--- config.mk ---
export PLATFORM = sky130hd
export DESIGN_NAME = skolem_sweep_ctrl
export DESIGN_NICKNAME = d
export VERILOG_FILES = /design/src/rtl/skolem_sweep_ctrl.sv
export SDC_FILE = /design/constraint.sdc
export NUM_CORES = 1
export LEC_CHECK = 0
export ABC_AREA = 1
export BUFFER_PORTS_ARGS = -buffer_cell sky130_fd_sc_hd__buf_2
export CAP_MARGIN = 10
export CORE_ASPECT_RATIO = 1.75
export CORE_MARGIN = 2
export CORE_UTILIZATION = 45
export DETAILED_ROUTE_END_ITERATION = 16
export GPL_TIMING_DRIVEN = 0
export PLACE_DENSITY = 0.66
export SYNTH_ARGS = -nofsm -noshare
export SYNTH_HDL_FRONTEND = slang
export SYNTH_SLANG_ARGS = --single-unit
export TNS_END_PERCENT = 20
--- constraint.sdc ---
create_clock -name clk -period 4.2 [get_ports clk]
set_clock_uncertainty 0.05 [all_clocks]
set_input_delay 0.63 -clock clk [delete_from_list [all_inputs] [get_ports clk]]
set_output_delay 0.63 -clock clk [all_outputs]
set_load 0.02 [all_outputs]
--- src/rtl/skolem_sweep_ctrl.sv ---
// Sweeps every universal-input assignment through an external combinational
// evaluator, picks the lowest satisfying y for each, and reports the Skolem table.
module skolem_sweep_ctrl #(
   parameter int N_IN = 3
) (
   input  logic                 clk,
   input  logic                 rst_n,
   input  logic                 start,
   input  logic                 eval_ok,
   output logic [N_IN-1:0]      eval_x,
   output logic                 eval_y,
   output logic                 busy,
   output logic                 done,
   output logic                 realizable,
   output logic [2**N_IN-1:0]   skolem_tt,
   output logic [N_IN:0]        fail_count,
   output logic [N_IN-1:0]      first_fail_x
);

   localparam int unsigned      N_X      = 2**N_IN;
   localparam logic [N_IN-1:0]  LAST_IDX = N_IN'(N_X - 1);

   typedef enum logic [1:0] {IDLE, TRY0, TRY1, DONE} state_t;

   state_t              r_state;
   logic [N_IN-1:0]     r_idx;
   logic [N_IN-1:0]     r_eval_x;
   logic                r_eval_y;
   logic                r_busy;
   logic                r_done;
   logic                r_realizable;
   logic [N_X-1:0]      r_tt;
   logic [N_IN:0]       r_fail_count;
   logic [N_IN-1:0]     r_first_fail;

   logic                w_last;
   logic                w_fail_now;
   logic [N_IN:0]       w_fail_next;
   logic [N_IN-1:0]     w_idx_inc;

   assign w_last      = (r_idx == LAST_IDX);
   assign w_fail_now  = (r_state == TRY1) && !eval_ok;
   assign w_fail_next = r_fail_count + {{N_IN{1'b0}}, w_fail_now};
   assign w_idx_inc   = r_idx + 1'b1;

   always_ff @(posedge clk or negedge rst_n) begin
      if (!rst_n) begin
         r_state      <= IDLE;
         r_idx        <= '0;
         r_eval_x     <= '0;
         r_eval_y     <= 1'b0;
         r_busy       <= 1'b0;
         r_done       <= 1'b0;
         r_realizable <= 1'b0;
         r_tt         <= '0;
         r_fail_count <= '0;
         r_first_fail <= '0;
      end else begin
         case (r_state)
            IDLE: begin
               if (start) begin
                  r_state      <= TRY0;
                  r_idx        <= '0;
                  r_eval_x     <= '0;
                  r_eval_y     <= 1'b0;
                  r_busy       <= 1'b1;
                  r_realizable <= 1'b0;
                  r_tt         <= '0;
                  r_fail_count <= '0;
                  r_first_fail <= '0;
               end
            end
            TRY0, TRY1: begin
               if (r_state == TRY0 && !eval_ok) begin
                  r_state  <= TRY1;
                  r_eval_y <= 1'b1;
               end else begin
                  // y=0 wins whenever it works; a double failure leaves a 0 entry
                  r_tt[r_idx] <= (r_state == TRY1) && eval_ok;
                  if (w_fail_now) begin
                     r_fail_count <= w_fail_next;
                     if (r_fail_count == '0)
                        r_first_fail <= r_idx;
                  end
                  if (w_last) begin
                     r_state      <= DONE;
                     r_done       <= 1'b1;
                     r_realizable <= (w_fail_next == '0);
                     r_eval_x     <= '0;
                     r_eval_y     <= 1'b0;
                  end else begin
                     r_state  <= TRY0;
                     r_idx    <= w_idx_inc;
                     r_eval_x <= w_idx_inc;
                     r_eval_y <= 1'b0;
                  end
               end
            end
            DONE: begin
               r_state <= IDLE;
               r_done  <= 1'b0;
               r_busy  <= 1'b0;
            end
            default: begin
               r_state <= IDLE;
               r_done  <= 1'b0;
               r_busy  <= 1'b0;
            end
         endcase
      end
   end

   assign eval_x       = r_eval_x;
   assign eval_y       = r_eval_y;
   assign busy         = r_busy;
   assign done         = r_done;
   assign realizable   = r_realizable;
   assign skolem_tt    = r_tt;
   assign fail_count   = r_fail_count;
   assign first_fail_x = r_first_fail;

endmodule

==> results.md <==
- The number of top-level pins is 26.
- The part of the cycle the worst path needs is 44.6%.
- The detail route stage leaves a number of antenna-violating nets equal to 0.
- The cell type with the largest total area after synthesis is dfrtp_1.
- For this design the static power due to leakage is 1.02 nW.
- Synthesis inferred 27 register bits.
- The number of global-route vias before repair is ~1300.
- Measured against the total synthesized area, the mux share comes to 0%.
- Port buffering added 25 buffers.
- The average vias per placed instance is 4.85.
- The pre-CTS setup slack is 2260 ps.
- The arrival time at the worst endpoint is 2040 ps.
- The sequential cell area fraction in the yosys report is 45.5%.
- The level count of the clock H-tree is 1.
- The tree is rooted in a clkbuf_8.
- TritonCTS built the clock tree.
- The pin count of the biggest net entering global routing is 28.
- The count of routing violations after the opening detailed-route iteration is 25.
- From synthesis to final layout, the design area changed by 15.1%.
- Total power for the finished layout comes to ~1.2 mW.
- Across all setup checks in the final design, the least slack found is 2330 ps.
- The most frequent standard cell in the layout excluding fill and tap cells is nand2_1.
- The critical path required time is 4370 ps.
- The number of max-capacitance violations reported is 0.
- In the layout the commonest cells are nand2_1, buf_2, dfrtp_1, nand3_1, inv_1.
- In this run the worst hold path is classified as in -> async.
- The number of failing hold endpoints at the final stage is 0.
- The startpoint identified for the worst register-to-register timing path is r_state[0].
- The kind of cell adding the most delay to the critical path is adder cells.
- At the end of routability-driven placement, the weighted congestion stood at just under 0.8.
- The net count after synthesis is between 200 and 250.
- The highest net fanout along the worst path is 3.
- The critical path class is reg -> reg.
- The kind of end point of the critical path is a flop.
- Setup repair after global routing left no endpoint under its margin.
- In this run, distinct cell masters in the synthesized netlist total 23.
- The total power per unit cell area is 725 nW/um2.
- Wire segments on met2 add up to 1570 um in the final route.
- The number of buffers on the longest clock path is 2.
- The reg-to-reg endpoint is realizable.
- The final layout contains 236 nets.
- The signal on the critical path passes through inv_1 -> ha_1 -> nand2_1 -> inv_1 -> ha_1 -> ha_1 -> nor2_1 -> nand2_1 -> nor2_1 -> nand3_1 -> nand2_1.
- The largest family of logic cells by synthesized area is simple AND/OR/NAND/NOR gates.
- The number of antenna diodes in the final layout is 0.
- The number of rows in the core area is 27.
- The actual transition at the worst max-transition pin is slightly below 600 ps.
- The uppermost metal layer occupied by signal nets is met4.
- The sequential cell area is ~680 um2.
- The final design area excluding fillers is 1710 um2.
- For the final routed database, the setup TNS stands at 0 ps.
- The number of warnings reported in the yosys synthesis log is 0.
- The proportion of netlist area held by the largest area contributor is 45.5%.
- After clock tree synthesis, the clock-pin slew on the worst setup and hold paths is 90 ps.
- In this run, post-CTS repair resized a total of 0 instances.
- The area share of and/or/nand/nor cells after synthesis is 32.1%.
- The max-slew headroom at the worst pin is 60.6%.
- The routed wirelength normalized by instance count is 11.5 um.
- Counting every instance in the synthesized netlist gives roughly 190.
- The number of clock sinks is 27.
- In the post-synthesis netlist, the biggest area contributors are dfrtp_1, nand2_1, ha_1, nand3_1, o21ai_1.
- Summed over all layers, the global routing overflow is 0.
- The floorplan die height is approximately 80 um.
- The routed length on met3 is 89 um.
- The total count of max-transition violations in the final report is 0.
- Each instance of the synthesized netlist takes up on average between 7 and 8 um2.
- In this design, the stage delay of the slowest critical-path cell is 390 ps.
- The worst register-to-register path has a setup slack of 2330 ps.
- The initial standard-cell utilization of the core is 47.3%.
- The latest clock arrival within the worst-skew pair is 270 ps.
- The synthesized netlist occupies a cell area of 1490 um2.
- Global routing used 18.9% of the available tracks.
- The cell with the largest stage delay on the worst path is dfrtp_1.
- The flow ran to the end, and the final reports show no timing, DRC or antenna violations.
- Summing the areas of all compound-gate instances in the mapped netlist gives 6.90% of the synthesized area.
- In this run the post-CTS setup repair buffer count came out at 0.
- STA classifies the critical path startpoint as a flop.
- The DRC violation count after routing is 0.
- The area taken by multi-input logic gates is 688 um2.
- The worst slack on hold paths is roughly 300 ps.
- The horizontal extent of the die is 47.4 um.
- Measured in cells, the most critical reg-to-reg path has a length of 11.
- The first global-routing pass estimated roughly 5300 um of wire.
- The standard cell core area is between 3000 and 4000 um2.
- The detailed router put a total of about 1300 um of wire on met1.
- The total routed wirelength is 3050 um.
- The die area is approximately 3800 um2.
- VDD sags by at most 0.395 mV.
- The number of filler instances in the final layout is about 320.
- The total number of vias is 1290.
- The routed design could run at a clock period as short as 1870 ps.
- Hold repair after CTS inserted 0 buffers.
- The total half-perimeter wirelength after legalization and detailed placement is 2370 um.
- Together, buffers and inverters on the worst path number 2.
- The placed instance area is 1670 um2.
- The first detailed-routing pass ran for 6 iterations.
- The CTS buffer count is 3.
- The number of antenna violations at the first check in global routing was 0.
- Setup violations remaining at the end of the flow were counted as 0.
- The synthesized netlist devotes 6.73% of its cell area to adder and majority cells.
- Cells with a size suffix above 1 make up 20.2% of the layout.
- The top achievable clock speed is 0.534 GHz.
- The synthesized netlist devotes 0.589% of its cell area to XOR and XNOR gates.
## final cells by class
class	count	area share [%]
multi-input combinational	139	40.2
sequential	27	39.5
timing repair buffer	25	7.32
inverter	20	4.39
tap	43	3.15
buffer	8	2.78
clock buffer	4	2.63
## cells by family (layout without fill, tap and decap cells)
group           Yosys count  after routing
xor+xnor                  1              1
fa+ha+maj                 8              8
compound gates           20             20
buf+inv                  28             57
simple gates            110            110
flops                    27             27
## power by group
part	leakage [nW]	internal [mW]	switching (mW)
combinational	0.638	0.240	0.492
sequential	0.359	0.326	0.0362
clock	0.0228	0.0680	0.0789
total	1.02	0.634	0.607
## worst max-delay path by stage
stage               startpoint    endpoint  slack, ps  cells past startpoint
detailed placement     eval_ok  realizable       2260                     11
global placement       eval_ok  realizable       2260                     11
global route        r_state[0]  realizable       2120                     11
floorplan              eval_ok  realizable       2500                     10
CTS                 r_state[0]  realizable       2300                     11
finish              r_state[0]  realizable       2330                     11
## flip-flops by register name, indices dropped and copies added, names as in the netlist
name and cells:
busy 1, eval_y 1, skolem_tt 8, fail_count 4
eval_x 3, r_idx 3, first_fail_x 3, realizable 1
r_state 2, done 1
## per-layer routing
| layer | track usage (%) | vias to the layer above |
|---|---|---|
| met2 | 33.4 | 20 |
| li1 | - | 669 |
| met5 | 0 | - |
| met3 | 2.04 | 5 |
| met1 | 21.7 | 596 |
| met4 | 7.50 | 0 |
## stage by stage
stage                     instances  util (%)
after CTS                       266      54.4
after global routing            266      54.4
after global placement          262      53.0
after floorplan                 194         -
after detailed placement        262      53.0
final                           266      54.4
## Yosys cell counts (all sizes together)
cell    count
nor3        4
nand3b      1
a21oi       1
dfrtp      27
nand3      20
nor2       16
buf         7
o21ai      18
xor2        1
nand4       1
inv        20
and3        1
o21a        1
nand2      67
clkbuf      1
ha          8
Note: power is estimated with default switching activity, not from simulation.
